File: config.mk
export PLATFORM = sky130hd
export DESIGN_NAME = chad_gstack_flat
export DESIGN_NICKNAME = d
export VERILOG_FILES = /design/src/rtl/chad_gstack_if.sv /design/src/rtl/chad_gstack.sv /design/src/flat_wrapper.sv
export SDC_FILE = /design/constraint.sdc
export NUM_CORES = 1
export LEC_CHECK = 0
export ABC_AREA = 1
export CORE_MARGIN = 4
export CORE_UTILIZATION = 55
export CTS_BUF_LIST = sky130_fd_sc_hd__clkbuf_2 sky130_fd_sc_hd__clkbuf_4 sky130_fd_sc_hd__clkbuf_8
export CTS_CLUSTER_DIAMETER = 30
export DETAILED_ROUTE_END_ITERATION = 8
export DONT_BUFFER_PORTS = 1
export PLACE_DENSITY = 0.74
export SLEW_MARGIN = 0
export SYNTH_ARGS = -nofsm -noshare
export SYNTH_HDL_FRONTEND = slang
export SYNTH_SLANG_ARGS = --single-unit
File: constraint.sdc
create_clock -name clk -period 6.83 [get_ports clk]
set_input_delay 0.683 -clock clk [delete_from_list [all_inputs] [get_ports clk]]
set_output_delay 0.683 -clock clk [all_outputs]
set_load 0.05 [all_outputs]
File: src/rtl/chad_gstack_if.sv
// chad_gstack_if: control and status bundle for one guarded Chad stack (D or R)
interface chad_gstack_if #(
  parameter int WIDTH = 18,
  parameter int DEPTH = 16
);
  logic                       hold;
  logic [1:0]                 delta;
  logic                       we;
  logic [WIDTH-1:0]           wd;
  logic                       flush;
  logic                       clr_err;
  logic [WIDTH-1:0]           rd;
  logic [$clog2(DEPTH):0]     depth;
  logic                       empty;
  logic                       full;
  logic                       hiwater;
  logic                       ovf;
  logic                       unf;
  modport master (
    output hold, delta, we, wd, flush, clr_err,
    input  rd, depth, empty, full, hiwater, ovf, unf
  );
  modport slave (
    input  hold, delta, we, wd, flush, clr_err,
    output rd, depth, empty, full, hiwater, ovf, unf
  );
endinterface

File: src/rtl/chad_gstack.sv
// chad_gstack: guarded LIFO with wrapping pointer, clamped occupancy and sticky ovf/unf flags
module chad_gstack #(
  parameter int WIDTH   = 18,
  parameter int DEPTH   = 16,
  parameter int HIWATER = 12
) (
  input logic          clk,
  input logic          resetq,
  chad_gstack_if.slave stk
);
  localparam int AW = $clog2(DEPTH);
  localparam int DW = AW + 1;
  logic [WIDTH-1:0]     mem [DEPTH];
  logic [AW-1:0]        p, p_n;
  logic [DW-1:0]        dq, d_n;
  logic signed [DW+1:0] s_sum;
  logic                 ovf_q, unf_q, ovf_set, unf_set;
  // occupancy is tracked on a signed sum so both clamp directions are visible
  always_comb begin
    s_sum   = signed'({2'b00, dq}) + (DW+2)'(signed'(stk.delta));
    ovf_set = !stk.flush && (s_sum > DEPTH);
    unf_set = !stk.flush && (s_sum < 0);
    p_n     = stk.flush ? '0 : p + AW'(signed'(stk.delta));
    d_n     = stk.flush ? '0 : ovf_set ? DW'(DEPTH) : unf_set ? '0 : s_sum[DW-1:0];
  end
  always_ff @(posedge clk or negedge resetq)
    if (!resetq) begin
      p     <= '0;
      dq    <= '0;
      ovf_q <= 1'b0;
      unf_q <= 1'b0;
    end else if (!stk.hold) begin
      p     <= p_n;
      dq    <= d_n;
      ovf_q <= ovf_set | (ovf_q & !stk.clr_err);
      unf_q <= unf_set | (unf_q & !stk.clr_err);
    end
  always_ff @(posedge clk)
    if (!stk.hold && stk.we) mem[p_n] <= stk.wd;
  assign stk.rd      = mem[p];
  assign stk.depth   = dq;
  assign stk.empty   = dq == '0;
  assign stk.full    = dq == DW'(DEPTH);
  assign stk.hiwater = dq >= DW'(HIWATER);
  assign stk.ovf     = ovf_q;
  assign stk.unf     = unf_q;
endmodule
File: src/flat_wrapper.sv
// flat-port wrapper written by rule: the top's interface ports become plain ports
module chad_gstack_flat 
#(
  parameter int WIDTH   = 18,
  parameter int DEPTH   = 16,
  parameter int HIWATER = 12
)
  (clk, resetq, stk_hold, stk_delta, stk_we, stk_wd, stk_flush, stk_clr_err, stk_rd, stk_depth, stk_empty, stk_full, stk_hiwater, stk_ovf, stk_unf);
  chad_gstack_if #(.WIDTH(WIDTH), .DEPTH(DEPTH)) stk_i ();
  input logic clk;
  input logic resetq;
  input wire logic [$bits(stk_i.hold)-1:0] stk_hold;
  input wire logic [$bits(stk_i.delta)-1:0] stk_delta;
  input wire logic [$bits(stk_i.we)-1:0] stk_we;
  input wire logic [$bits(stk_i.wd)-1:0] stk_wd;
  input wire logic [$bits(stk_i.flush)-1:0] stk_flush;
  input wire logic [$bits(stk_i.clr_err)-1:0] stk_clr_err;
  output wire logic [$bits(stk_i.rd)-1:0] stk_rd;
  output wire logic [$bits(stk_i.depth)-1:0] stk_depth;
  output wire logic [$bits(stk_i.empty)-1:0] stk_empty;
  output wire logic [$bits(stk_i.full)-1:0] stk_full;
  output wire logic [$bits(stk_i.hiwater)-1:0] stk_hiwater;
  output wire logic [$bits(stk_i.ovf)-1:0] stk_ovf;
  output wire logic [$bits(stk_i.unf)-1:0] stk_unf;
  assign stk_i.hold = stk_hold;
  assign stk_i.delta = stk_delta;
  assign stk_i.we = stk_we;
  assign stk_i.wd = stk_wd;
  assign stk_i.flush = stk_flush;
  assign stk_i.clr_err = stk_clr_err;
  assign stk_rd = stk_i.rd;
  assign stk_depth = stk_i.depth;
  assign stk_empty = stk_i.empty;
  assign stk_full = stk_i.full;
  assign stk_hiwater = stk_i.hiwater;
  assign stk_ovf = stk_i.ovf;
  assign stk_unf = stk_i.unf;
  chad_gstack #(.WIDTH(WIDTH), .DEPTH(DEPTH), .HIWATER(HIWATER)) u_core (.clk(clk), .resetq(resetq), .stk(stk_i));
endmodule
== Word-level counts from Yosys, hierarchy flattened ==
Memories as Yosys holds them, arrays and structs flattened.
Index checks and enable logic that the tools add are counted.
Widths: inputs -> output; s select.
Storage, ports and cells
  bits in writable memories: 288
  logic and storage cells: 28
  memories: 1
  bits of input ports: 26
  register bits after elaboration: 11
  output and inout bits: 28
Memories
  u_core.mem: words 16, width 18, rd ports 1, clocked after Yosys merged registers in 0, write ports 1, RTL line chad_gstack.sv:13  | logic [WIDTH-1:0] mem [DEPTH];
Cells by class
  reduce and logical (&&, ||, !) cells: 7
  $lt $le $gt $ge: 3
  equal/unequal tests: 1
  bitwise logic cells: 4
  $add $sub $neg: 2
  mux-type cells: 6
Operators by type and width (count)
  $mux 5: 3
  $add 6x2->7: 1
  $gt 7x6->1 const B: 1
  $lt 7x1->1 const B: 1
  $eq 5x5->1 const B: 1
  $ge 5x4->1 const B: 1
  $logic_not 5->1: 1
  $add 4x4->4: 1
  $mux 4: 1
  $logic_and 1x1->1: 3
  $logic_not 1->1: 3
  $and 1x1->1: 2
  $mux 1: 2
  $or 1x1->1: 2

== Depth between registers and ports, before layout ==
  word-level depth: 6
  mapped depth: 14
  mapped depth without buffers: 14

== Worst setup path after synthesis ==
Ideal clock, no wire load.
  path type: in2reg
  start point: in stk_delta[0]
  end point: mem u_core.mem[0][0], enable pin
  required time: 6.438 ns
  data arrival time: 2.532 ns
  setup slack: 3.905 ns
  setup time: 0.392 ns
  stages: 7
  buffers on the path: 0
  cell sequence: ha_1 > inv_1 > fa_1 > or2_2 > nand3_1 > nand2_1 > nor2_1
On the way
  cells in the longest elaborated chain, start to end: 2
RTL lines
  start: declaration: RTL line flat_wrapper.sv:13  | input wire logic [$bits(stk_i.delta)-1:0] stk_delta;
  $add 4x4->4: RTL line chad_gstack.sv:23  | p_n = stk.flush ? '0 : p + AW'(signed'(stk.delta));
  $mux 4: RTL line chad_gstack.sv:23
  end: declaration: RTL line chad_gstack.sv:13
No other way between the ends.

== Worst setup path after layout ==
  start point: reg u_core.p[1]
  end point: out stk_rd[14]
On the way
  cells in the longest elaborated chain, start to end: 1
RTL lines
  start: declaration: RTL line chad_gstack.sv:14  | logic [AW-1:0] p, p_n;
  start signal: assignment: RTL line chad_gstack.sv:33  | p <= p_n;
  $mem_v2 16x18
  end: declaration: RTL line flat_wrapper.sv:18  | output wire logic [$bits(stk_i.rd)-1:0] stk_rd;
No other way between the ends.

==> impl_metrics.py <==
metrics = {
    "power_and_ir_drop": {
        "seqPwrFrac_pct": 48.7,
        "pwr-share-clk_pct": 35.5,
        "swShare_pct": 29.8,
        "pwr-share-comb_pct": 15.7,
        "ir_drop_mv": 0.187,
        "p_per_area_nw_per_um2": 329,
        "p_leak_nw": 4.34,
        "switching_power_mw": 1.30,
        "p_int_mw": 3.07,
    },
    "finish": {
        "drive_gt1_share_pct": 11.6,
        "finalNetCount": 956,
        "area_growth_pct": 9.25,
        "diodes": 0,
        "final_cells": 1237,
        "final_cell_mix": "edfxtp_1, nor2_1, o21ai_0",
        "stdcell_area_um2": 13300,
        "layout_commonest_cell": "edfxtp_1",
    },
    "worst_setup_path": {
        "criticalPathCategory": "reg2out",
        "crit_path_start_kind": "flip-flop",
        "worst_path_most_repeated_cell": "buf_4",
        "reg2reg_from": "u_core.p[1]",
        "worst-path-buf-inv": 3,
        "path_max_fanout": 72,
        "reg2reg_depth": 7,
        "reg2reg_to": "u_core.mem[1][10]",
        "crit_chain": "buf_4, inv_2, buf_4, o21ai_0, o221ai_1, nand3_1, nand2_1",
        "ff2ff_setup_slack_ps": 3100,
        "crit_arrival_ps": 3580,
        "cp.required_ps": 6150,
        "crit_slowest_cell": "buf_4",
        "cp-startpoint": "u_core.p[1]",
        "cp-end-kind": "primary output",
        "setup.worst_path.end": "stk_rd[14]",
        "critPathMaxStageDelay_ps": 620,
        "cp.depth": 7,
        "critPathTopFamily": "buffers and inverters",
    },
    "grt": {
        "grt_max_degree": 146,
        "grt_pass1_vias": 7364,
        "grt_overflow_total": 0,
        "antenna_found_initial": 0,
        "grt_usage_pct": 23.1,
        "grt_pass1_wl_mm": 43.0,
    },
    "floorplan": {
        "row_count": 54,
        "dieWidth_um": 157,
        "initial_core_util_pct": 55.8,
        "dieHeight_um": 157,
        "coreArea_um2": 21800,
        "io_pins": 54,
        "die_area_um2": 24500,
    },
    "logic_synthesis": {
        "synth_fa_ha_area_share_pct": 1.26,
        "synth_area_um2": 12100,
        "yosys_warnings": 0,
        "synthCells": 922,
        "syn_nets": 959,
        "synth_seq_area_share_pct": 73.5,
        "synth_compound_area_share_pct": 12.8,
        "synth_xor_area_share_pct": 0.278,
        "yosys.area_share.simple_pct": 8.74,
        "ys_ff_latch": 299,
        "synth_area_per_cell_um2": 13.2,
        "yosys.cell_types.count": 31,
        "muxShareOfSynthArea_pct": 0,
        "synth_top_family_by_area": "compound AO/OA/AOI/OAI gates",
    },
    "clocking": {
        "clock-sinks": 299,
        "cts_tree": "yes",
        "cts_max_level": 2,
        "clock_latency_ps": 570,
        "root_buffer": "clkbuf_8",
        "post_cts_resize_count": 0,
        "cts_buffer_depth": 3,
        "cts_inserted_buffers": 49,
        "cts.clk_slew.worst_paths_ps": 60,
    },
    "sta": {
        "setup_viol": 0,
        "fin_crit_sh_pct": 62.4,
        "fmax_mhz": 234,
        "finalCriticalPeriod_ps": 4270,
        "relSlewSlack_pct": 19.2,
        "hold_ws_ps": 209,
        "hold_violations": 0,
        "slew_viol_final": 0,
        "fin_skew_ps": 23.2,
        "fin_ws_ps": 2560,
        "final.setup.tns_ps": 0,
        "worstMarginPinSlew_ps": 1210,
        "rsz0062_at_grt": "no",
    },
    "run_status": {
        "status": "finished, final reports clean",
    },
    "placed_design": {
        "numPortBuffers": 0,
        "placed_area_um2": 12300,
        "placed_cells": 1147,
        "dpl.hpwl_mm": 15.7,
        "post-place-ws_ps": 3140,
        "gp_congestion": 0.937,
    },
    "job": {
        "max_cap_violations": 0,
    },
    "drt": {
        "num_vias": 7592,
        "via_per_inst": 6.14,
        "wl_per_cell_um": 22.7,
        "drt_iter0_drc": 1067,
        "finalWirelength_mm": 28.1,
        "ant_nets": 0,
        "drt-pass1-iter-count": 6,
        "route.detailed.drc": 0,
    },
    "hold_path": {
        "hold_class": "in2reg",
    },
}
-- worst min-delay path by stage --
stage	slack, ps	from	cells after the start	end
floorplan	390	resetq	0	u_core.p[0]
global placement	390	resetq	0	u_core.stk.depth[1]
detailed placement	390	resetq	0	u_core.stk.depth[1]
CTS	180	stk_wd[7]	0	u_core.mem[2][7]
global route	180	stk_wd[6]	0	u_core.mem[6][6]
finish	210	stk_wd[16]	0	u_core.mem[10][16]
-- per-stage QoR --
step | total power [mW] | util [%]
2_1_floorplan | 2.69 | -
3_3_place_gp | 2.83 | 56.4
3_5_place_dp | 2.85 | 56.4
4_1_cts | 4.39 | 61.0
5_1_grt | 4.55 | 61.0
6_report | 4.37 | 61.0
-- kinds of logic (layout without fill, tap and decap cells) --
logic type	count (synthesis)	after routing
AO/OA/AOI/OAI	255	255
XOR/XNOR	3	3
adder cells (fa/ha/maj)	11	11
buffers and inverters	90	125
flip-flops	299	299
AND/OR/NAND/NOR	264	264
-- cell type report --
type,count,area [µm²]
Tap cell,280,350
Multi-Input combinational cell,533,2840
Clock buffer,63,779
Sequential cell,299,8930
Clock inverter,26,205
Fill cell,1678,8490
Timing Repair Buffer,5,40.0
Inverter,31,121
-- power groups by stage --
stage,registers (mW),logic [mW],clock network [mW]
after detailed placement,2.17,0.681,0
after CTS,2.13,0.685,1.57
final,2.13,0.688,1.55
after global placement,2.17,0.668,0
after global routing,2.13,0.745,1.67
after floorplan,2.12,0.568,0
-- synth_stat cells --
cell type	instances	area share (%)
o21ba_1	1	0.082
buf_6	7	0.65
nand3_1	28	1.2
or2_2	2	0.10
xor2_1	1	0.072
xnor2_1	1	0.072
o211ai_1	25	1.5
o21ai_0	149	6.1
nand2_2	4	0.21
a21oi_1	4	0.16
fa_1	2	0.33
buf_4	2	0.12
inv_6	1	0.072
a21boi_1	1	0.062
edfxtp_1	288	71
ha_1	9	0.93
nand4_1	2	0.10
buf_1	1	0.031
inv_1	28	0.87
xor2_2	1	0.13
nand3_2	2	0.16
o22ai_1	25	1.3
clkinv_1	2	0.062
o221ai_1	47	3.4
clkbuf_1	36	1.1
nor2_1	171	5.3
nand2_1	54	1.7
buf_2	13	0.54
o21ai_1	3	0.12
or2_1	1	0.052
dfrtp_1	11	2.3
-- flip-flops by register name (all words and copies together), names as in the netlist --
| signal | flops |
|---|---|
| u_core.mem | 288 |
| u_core.p | 4 |
| u_core.stk.depth | 5 |
| u_core.stk.ovf | 1 |
| u_core.stk.unf | 1 |
-- what timing repair did --
action | CTS | global route
buffers inserted | 0 | 0
hold buffers | 1 | 0
hold endpoints to repair | 11 | 0
-- metal layers --
layer  routed length (µm)  share of wire (%)  GRT usage (%)  up-vias
li1                     -                  -              -     3450
met1                11800                 42           33.6     3738
met2                13200                 47           35.0      350
met3                 2470                8.8           5.39       54
met4                  635                2.3           7.73        0
met5                    0                  0              0        -
Power figures use the tool's default switching activity.
